File: config.mk
export PLATFORM = sky130hd
export DESIGN_NAME = uart_rx_deserializer
export DESIGN_NICKNAME = d
export VERILOG_FILES = /design/src/rtl/uart_rx_deserializer_pkg.sv /design/src/rtl/uart_rx_deserializer_majority3.sv /design/src/rtl/uart_rx_deserializer.sv
export SDC_FILE = /design/constraint.sdc
export NUM_CORES = 1
export LEC_CHECK = 0
export CAP_MARGIN = 20
export CORE_ASPECT_RATIO = 0.9
export CORE_MARGIN = 3
export CORE_UTILIZATION = 60
export DETAILED_ROUTE_END_ITERATION = 10
export PLACE_DENSITY = 0.85
export RECOVER_POWER = 25
export REMOVE_ABC_BUFFERS = 1
export SLEW_MARGIN = 20
export SYNTH_ARGS = -nofsm -noshare
export SYNTH_HDL_FRONTEND = slang
export SYNTH_SLANG_ARGS = --single-unit
File: constraint.sdc
create_clock -name sample_clk -period 3.87 [get_ports sample_clk]
set_input_delay 0.774 -clock sample_clk [delete_from_list [all_inputs] [get_ports sample_clk]]
set_output_delay 0.774 -clock sample_clk [all_outputs]
set_load 0.05 [all_outputs]
File: src/rtl/uart_rx_deserializer_pkg.sv
// Shared UART definitions: receiver state encodings, parity modes and the
// parity helper, common to the receive and transmit paths.
package uart_rx_deserializer_pkg;

    typedef enum logic [2:0] {
        ST_IDLE   = 3'd0,
        ST_START  = 3'd1,
        ST_DATA   = 3'd2,
        ST_PARITY = 3'd3,
        ST_STOP   = 3'd4,
        ST_BRK    = 3'd5
    } rx_state_e;

    localparam int PARITY_NONE = 0;
    localparam int PARITY_ODD  = 1;
    localparam int PARITY_EVEN = 2;

    // Expected parity bit given the XOR of the data bits and the parity mode.
    function automatic logic parity_expected(input logic ones_odd, input int mode);
        return (mode == PARITY_ODD) ? ~ones_odd : ones_odd;
    endfunction

endpackage

File: src/rtl/uart_rx_deserializer_majority3.sv
// Three-input majority voter used to de-glitch the serial line at bit centres.
module uart_rx_deserializer_majority3 (
    input  logic a,
    input  logic b,
    input  logic c,
    output logic y
);

    assign y = (a & b) | (a & c) | (b & c);

endmodule

File: src/rtl/uart_rx_deserializer.sv
// UART receive front end on the oversampling clock: start detect, bit-centre
// timing, optional majority vote, LSB-first deserialise, parity and stop checks.
module uart_rx_deserializer
    import uart_rx_deserializer_pkg::*;
#(
    parameter int SAMPLE_RATIO = 16,
    parameter int DATA_BITS    = 8,
    parameter int PARITY       = 0,
    parameter int STOP_BITS    = 1,
    parameter int MAJORITY     = 1
) (
    input  logic                 sample_clk,
    input  logic                 rst_n,
    input  logic                 din,
    output logic [DATA_BITS-1:0] data,
    output logic                 data_valid,
    output logic                 parity_err,
    output logic                 frame_err,
    output logic                 sample_sig,
    output logic                 busy
);

    // state   | meaning
    // IDLE    | line idle, waiting for a low sample
    // START   | timing to start-bit centre, rejecting glitches
    // DATA    | capturing DATA_BITS data bits at bit centres
    // PARITY  | checking the parity bit
    // STOP    | checking STOP_BITS stop bits, then delivering the word
    // BRK     | line held low after the frame, waiting for it to go high

    localparam int HALF  = SAMPLE_RATIO / 2;
    localparam int CNT_W = $clog2(SAMPLE_RATIO);

    localparam logic [CNT_W-1:0] CNT_HALF_LAST = CNT_W'(HALF - 1);
    localparam logic [CNT_W-1:0] CNT_BIT_LAST  = CNT_W'(SAMPLE_RATIO - 1);
    localparam logic [3:0]       IDX_DATA_LAST = 4'(DATA_BITS - 1);
    localparam logic [3:0]       IDX_STOP_LAST = 4'(STOP_BITS - 1);

    rx_state_e            state, state_nxt;
    logic [CNT_W-1:0]     cnt, cnt_nxt;
    logic [3:0]           idx, idx_nxt;
    logic [DATA_BITS-1:0] shreg, shreg_nxt;
    logic                 perr_acc, perr_acc_nxt;
    logic                 ferr_acc, ferr_acc_nxt;
    logic [DATA_BITS-1:0] data_nxt;
    logic                 data_valid_nxt;
    logic                 parity_err_nxt;
    logic                 frame_err_nxt;
    logic                 sample_sig_nxt;
    logic                 din_q1, din_q2;
    logic                 vote_maj, vote;
    logic                 bit_end;

    uart_rx_deserializer_majority3 u_vote (
        .a (din),
        .b (din_q1),
        .c (din_q2),
        .y (vote_maj)
    );

    assign vote    = (MAJORITY != 0) ? vote_maj : din;
    assign bit_end = (cnt == CNT_BIT_LAST);
    assign busy    = (state != ST_IDLE);

    always_comb begin
        state_nxt      = state;
        cnt_nxt        = cnt + 1'b1;
        idx_nxt        = idx;
        shreg_nxt      = shreg;
        perr_acc_nxt   = perr_acc;
        ferr_acc_nxt   = ferr_acc;
        data_nxt       = data;
        data_valid_nxt = 1'b0;
        parity_err_nxt = parity_err;
        frame_err_nxt  = frame_err;
        sample_sig_nxt = 1'b0;

        case (state)
            ST_IDLE: begin
                cnt_nxt = '0;
                if (!din) begin
                    state_nxt      = ST_START;
                    perr_acc_nxt   = 1'b0;
                    ferr_acc_nxt   = 1'b0;
                    parity_err_nxt = 1'b0;
                    frame_err_nxt  = 1'b0;
                end
            end
            ST_START: begin
                if (cnt == CNT_HALF_LAST) begin
                    cnt_nxt = '0;
                    idx_nxt = '0;
                    state_nxt = vote ? ST_IDLE : ST_DATA;
                end
            end
            ST_DATA: begin
                if (bit_end) begin
                    cnt_nxt        = '0;
                    shreg_nxt      = {vote, shreg[DATA_BITS-1:1]};
                    sample_sig_nxt = 1'b1;
                    if (idx == IDX_DATA_LAST) begin
                        idx_nxt   = '0;
                        state_nxt = (PARITY != PARITY_NONE) ? ST_PARITY : ST_STOP;
                    end else begin
                        idx_nxt = idx + 1'b1;
                    end
                end
            end
            ST_PARITY: begin
                if (bit_end) begin
                    cnt_nxt   = '0;
                    state_nxt = ST_STOP;
                    if (vote != parity_expected(^shreg, PARITY)) begin
                        perr_acc_nxt = 1'b1;
                    end
                end
            end
            ST_STOP: begin
                if (bit_end) begin
                    cnt_nxt = '0;
                    if (!vote) begin
                        ferr_acc_nxt = 1'b1;
                    end
                    if (idx == IDX_STOP_LAST) begin
                        idx_nxt        = '0;
                        data_nxt       = shreg;
                        data_valid_nxt = 1'b1;
                        parity_err_nxt = perr_acc;
                        frame_err_nxt  = ferr_acc | ~vote;
                        // A low final stop sample means the line may be in break.
                        state_nxt      = vote ? ST_IDLE : ST_BRK;
                    end else begin
                        idx_nxt = idx + 1'b1;
                    end
                end
            end
            ST_BRK: begin
                cnt_nxt = '0;
                if (din) begin
                    state_nxt = ST_IDLE;
                end
            end
            default: begin
                state_nxt = ST_IDLE;
                cnt_nxt   = '0;
            end
        endcase
    end

    always_ff @(posedge sample_clk or negedge rst_n) begin
        if (!rst_n) begin
            state      <= ST_IDLE;
            cnt        <= '0;
            idx        <= '0;
            shreg      <= '0;
            perr_acc   <= 1'b0;
            ferr_acc   <= 1'b0;
            data       <= '0;
            data_valid <= 1'b0;
            parity_err <= 1'b0;
            frame_err  <= 1'b0;
            sample_sig <= 1'b0;
            din_q1     <= 1'b1;
            din_q2     <= 1'b1;
        end else begin
            state      <= state_nxt;
            cnt        <= cnt_nxt;
            idx        <= idx_nxt;
            shreg      <= shreg_nxt;
            perr_acc   <= perr_acc_nxt;
            ferr_acc   <= ferr_acc_nxt;
            data       <= data_nxt;
            data_valid <= data_valid_nxt;
            parity_err <= parity_err_nxt;
            frame_err  <= frame_err_nxt;
            sample_sig <= sample_sig_nxt;
            din_q1     <= din;
            din_q2     <= din_q1;
        end
    end

endmodule

; ---- Word-level counts from Yosys, hierarchy flattened
; Index checks and enable logic that the tools add are counted.
[word_totals]
register_bits = 35
latch_bits = 0
ram_bits = 0
mem_bits_ro = 0
inputBits = 3
out_inout_bits = 13
n_memories = 0
[op_classes]
n_addsub = 2
mul = 0
div_mod_pow = 0
order_cmp = 0
n_eq_ne = 19
shifts = 0
muxes = 38
bitwise = 7
reduce_logical = 15
[ops]
columns = cell, n
row1 = 2-to-1 mux 4 bit, 7
row2 = 2-to-1 mux 3 bit, 9
row3 = "!= test 2 bit, second input constant", 10
row4 = one-hot mux 3 bit (6 select lines), 1
row5 = AND reduction 4 bit, 4
row6 = 2-to-1 mux 1 bit, 14
row7 = one-hot mux 4 bit (3 select lines), 1
row8 = "adder 4 x 1 -> 4 bit, second input constant", 2
row9 = "equality test 4 x 3 -> 1 bit, second input constant", 2
row10 = one-hot mux 1 bit (2 select lines), 4
row11 = one-hot mux 4 bit (2 select lines), 1
row12 = AND reduction 8 bit, 1
row13 = parity 8 bit, 1
row14 = "equality test 3 x 2 -> 1 bit, second input constant", 2
row15 = "equality test 3 bit, second input constant", 2
row16 = nonzero test 3 bit, 2
row17 = "equality test 4 bit, second input constant", 1
row18 = zero test 4 bit, 1
row19 = nonzero test 2 bit, 2
row20 = bitwise AND 1 bit, 3
row21 = "equality test 3 x 1 -> 1 bit, second input constant", 1
row22 = zero test 3 bit, 1
row23 = OR 1 bit, 3
row24 = AND reduction 3 bit, 1
row25 = 5 further kinds, 5

; ---- Longest topological paths before layout
[depth]
ltp_word = 8
ltp_mapped = 9
depth_no_buf = 7

; ---- Modules after synthesis
; From an unflattened synthesis, not the netlist that was laid out.
[unflattened]
cells_unflattened = 152
area_unflattened_um2 = 1808.0
[by_module_without_submodules]
columns = module, instances, cells_per_inst, area_each_um2, seq_area_each_um2
row1 = uart_rx_deserializer, 1, 151, 1796.7, 878.3
row2 = uart_rx_deserializer_majority3, 1, 1, 11.3, 0.0

; ---- Worst setup path after synthesis
; Ideal clock, no wire load.
[synth_path]
path_kind = register to register
startpoint = register cnt[0]
endpoint = register frame_err
setup_ps = 128
arrival_time_ps = 1753
t_required_ps = 3742
setup_slack_ps = 1989
path_stages_with_launch = 10
path_cell_list = dfrtp_1 > ha_1 > and3_1 > buf_2 > nand2_1 > or2_1 > buf_4 > clkinv_4 > nor2_2 > mux2_1
[synth_via]
elab_chain_len = 3
[synth_rtl]
columns = element, line_no
row1 = "start, declared", uart_rx_deserializer.sv:40  ; logic [CNT_W-1:0] cnt, cnt_nxt;
row2 = "start signal, assigned", uart_rx_deserializer.sv:167  ; cnt <= cnt_nxt;
row3 = equality test 4 bit, uart_rx_deserializer.sv:62  ; assign bit_end = (cnt == CNT_BIT_LAST);
row4 = != test 2 bit (no line), --
row5 = AND reduction 4 bit (no line), --
row6 = "end signal, assigned", uart_rx_deserializer.sv:175  ; frame_err <= frame_err_nxt;
row7 = "end, declared", uart_rx_deserializer.sv:18  ; output logic frame_err,
; Every way passes these cells.
; A chain may end at the register's enable or synchronous reset.

; ---- Worst setup path in the final report
[layout_path]
startpoint = register state[0]
endpoint = output port busy
[layout_via]
elab_chain_len = 1
[layout_rtl]
columns = element, line_no
row1 = "start, declared", uart_rx_deserializer.sv:39  ; rx_state_e state, state_nxt;
row2 = "start signal, assigned", uart_rx_deserializer.sv:166  ; state <= state_nxt;
row3 = nonzero test 3 bit, uart_rx_deserializer.sv:63  ; assign busy = (state != ST_IDLE);
row4 = "end, declared", uart_rx_deserializer.sv:20  ; output logic busy
; Every way passes these cells.

==> key figures <==
Routing
  – Residual DRC: 0
  – Drt pass-1 iters: 4
  – Via density: 5.50
  – Final wirelength: about 3.3 mm
  – Vias: roughly 1,200
  – ANT nets after route: 0
  – Initial drt markers: between 70 and 80
  – WL per Instance: 14.5 um

Global routing
  – Vias in the first global route: about 1,200
  – First-pass GRT wire length: around 5.7 mm
  – Largest net degree at the start of global routing: 36
  – Total global-route track usage: 0.208
  – Grt ovf: 0
  – Initial antenna violation count: 0

Clock network
  – Clock transition at path regs: roughly 100 ps
  – Root Buffer: clkbuf_4
  – Hold Buf Count CTS: 0
  – Clk sinks: 35
  – H-Tree Depth: 2
  – CTS tree: yes
  – Cts repair resizes: 0
  – Number of post-CTS setup repair buffers: 0
  – TritonCTS buffer count: 5
  – CTS max path bufs: 2
  – Skew-Pair Late Insertion Delay: 340 ps

Critical path
  – Crit. Startpoint: state[0]$_DFFE_PN0P_
  – Critical Path AT: about 2100 ps
  – CP bufs+invs: 1
  – Worst setup path category: reg -> out
  – CP cell instances: or3_1 -> clkdlybuf4s50_1
  – CP Launch Type: flip-flop
  – Critical path's top delay family: buffers and inverters
  – Worst flop-to-flop path startpoint: state[0]$_DFFE_PN0P_
  – WP data required: 3100 ps
  – Maximum net fanout on the critical path: 18
  – Worst path max stage delay: ~740 ps
  – WP depth: 2
  – Critical-path top delay cell: clkdlybuf4s50_1
  – Worst R2R Path Depth: 6
  – Element type at the critical path end: output pin

Final layout
  – Final nets: a little under 200
  – Non-Filler Instances: 226
  – # diodes: 0
  – Area growth syn-to-layout: 11.7%
  – Finished Cell Area: between 1500 and 2000 um2
  – Layout cell share with drive strength beyond 1: 0.144
  – Core Util, Final: 0.745

Worst hold path
  – Hold Path Depth: 0
  – Worst hold start: din_q1$_DFF_PN1_
  – HP Class: reg -> reg

Floorplan
  – Initial core utilization: 0.667
  – Chip width: 62.9 um
  – Die area: ~3600 um2
  – DIE HEIGHT: between 50 and 60 um
  – Core Footprint: approximately 2600 um2
  – Rows: 17
  – I/O pin total: 16

Placement
  – DP Cell Count: between 200 and 250
  – Gpl congestion: between 0.9 and 1
  – # port buffers: 15
  – Dpl hpwl: between 2 and 2.5 mm
  – DP Worst Slack: roughly 1300 ps
  – Placed cell area: approximately 1900 um2

STA
  – Setup TNS: 0 ps
  – Fmax: 0.343 GHz
  – Worst relative slew slack: -0.191
  – # setup viols final: 0
  – Final Critical Period: about 2900 ps
  – Max-slew violations: 36
  – RSZ-0062 raised after global routing: false
  – Final Worst Setup Slack: between 900 and 1000 ps
  – Skew final: between 8 and 9 ps
  – Final period util: 0.752
  – Fin. Hold Viols: 0
  – Slew @ Worst Pin: between 1500 and 2000 ps

Logic synthesis
  – Syn. warnings: 0
  – Post-synth top cells: nand2_1 (35), dfrtp_1 (33), nor2_1 (11), o21ai_0 (11), mux2_2 (8)
  – #FFs+latches synth: 35
  – Register area share after synthesis: 0.503
  – Top post-synthesis cells by area: dfrtp_1 (47%), nand2_1 (7.5%), mux2_2 (5.2%)
  – Top-count cell post-synth: nand2_1
  – Netlist cell types: 38
  – Post-synthesis async set-or-reset flop share: 1.00
  – Synthesized instance count: 171
  – Synthesized area: 1750 um2
  – Post-synth EDFFs: 0
  – Mean Syn Cell Area: roughly 10 um2
  – Synth Flop Type: dfrtp_1
  – Synth area leader: dfrtp_1
  – Yosys top cell area share: 0.473

Power and ir drop
  – Maximum VDD drop: around 0.39 mV
  – Power density over the cells: 505 nW/um2
  – Lkg Pwr: slightly above 0.9 nW

Outcome
  – Failing checks: capacitance limit, slew limit
  – Status: finished, violations left

Run
  – Max Cap Violations: 1
==> power breakdown <==
part / total (W) / switching (W) / internal [W]
clock: 0.000184 / 0.000113 / 0.0000707
combinational: 0.000335 / 0.000184 / 0.000152
sequential: 0.000466 / 0.0000660 / 0.000400
==> metal layers <==
metal | vias up | global-route usage | part of all wire
li1 | 607 | - | -
met1 | 589 | 0.270 | 0.44
met2 | 44 | 0.330 | 0.48
met3 | 3 | 0.0571 | 0.066
met4 | 0 | 0.0943 | 0.012
met5 | - | 0 | 0
==> cells in the final DEF (no fill, tap or decap), types with 4 or more instances in the layout <==
master           Yosys  routed
nor2_1              11      11
xnor2_1              7       7
dfrtp_1             33      33
mux2_2               8       8
o21ai_0             11      11
nand3_1              5       5
clkdlybuf4s50_1      0      13
clkbuf_4             0       5
a21oi_1              6       6
inv_1                4       4
nand2_1             35      35
==> flip-flops by register name, indices dropped and copies added, names as in the netlist <==
register	flops
cnt	4
data	8
data_valid	1
din_q1	1
din_q2	1
ferr_acc	1
frame_err	1
idx	4
parity_err	1
perr_acc	1
sample_sig	1
shreg	8
state	3
==> cell type report <==
class | instances | area [um2]
inverter | 5 | 23.8
sequential | 35 | 878
fill | 203 | 667
tap | 38 | 47.5
clock inverter | 1 | 5.00
timing repair buffer | 16 | 154
multi-input combinational | 124 | 796
clock buffer | 7 | 45.0
==> final timing paths <==
check                                        endpoint  slack, ps
worst max-delay path                             busy        960
worst min register to register       din_q2$_DFF_PN1_        380
worst max register to register  frame_err$_DFFE_PN0P_       1600
worst min-delay path                 din_q2$_DFF_PN1_        380
min in group asynchronous        state[1]$_DFFE_PN0P_       1440
max in group asynchronous         data[5]$_DFFE_PN0P_       1400
==> cell families (layout without fill, tap and decap cells) <==
| logic type | after synthesis | count (layout) | share of synthesized area |
|---|---|---|---|
| simple gates | 73 | 73 | 0.203 |
| flops | 35 | 35 | 0.503 |
| compound gates | 22 | 22 | 0.0745 |
| mux | 15 | 15 | 0.101 |
| buf+inv | 12 | 29 | 0.0409 |
| xor+xnor | 10 | 10 | 0.0502 |
| fa+ha+maj | 4 | 4 | 0.0272 |
==> metrics by stage <==
stage / total power (W) / hold slack, ps
finish: 0.000985 / 377
global route: 0.00106 / 381
CTS: 0.000998 / 378
detailed placement: 0.000807 / 363
global placement: 0.000783 / 360
floorplan: 0.000713 / 355
Power figures use the tool's default switching activity.
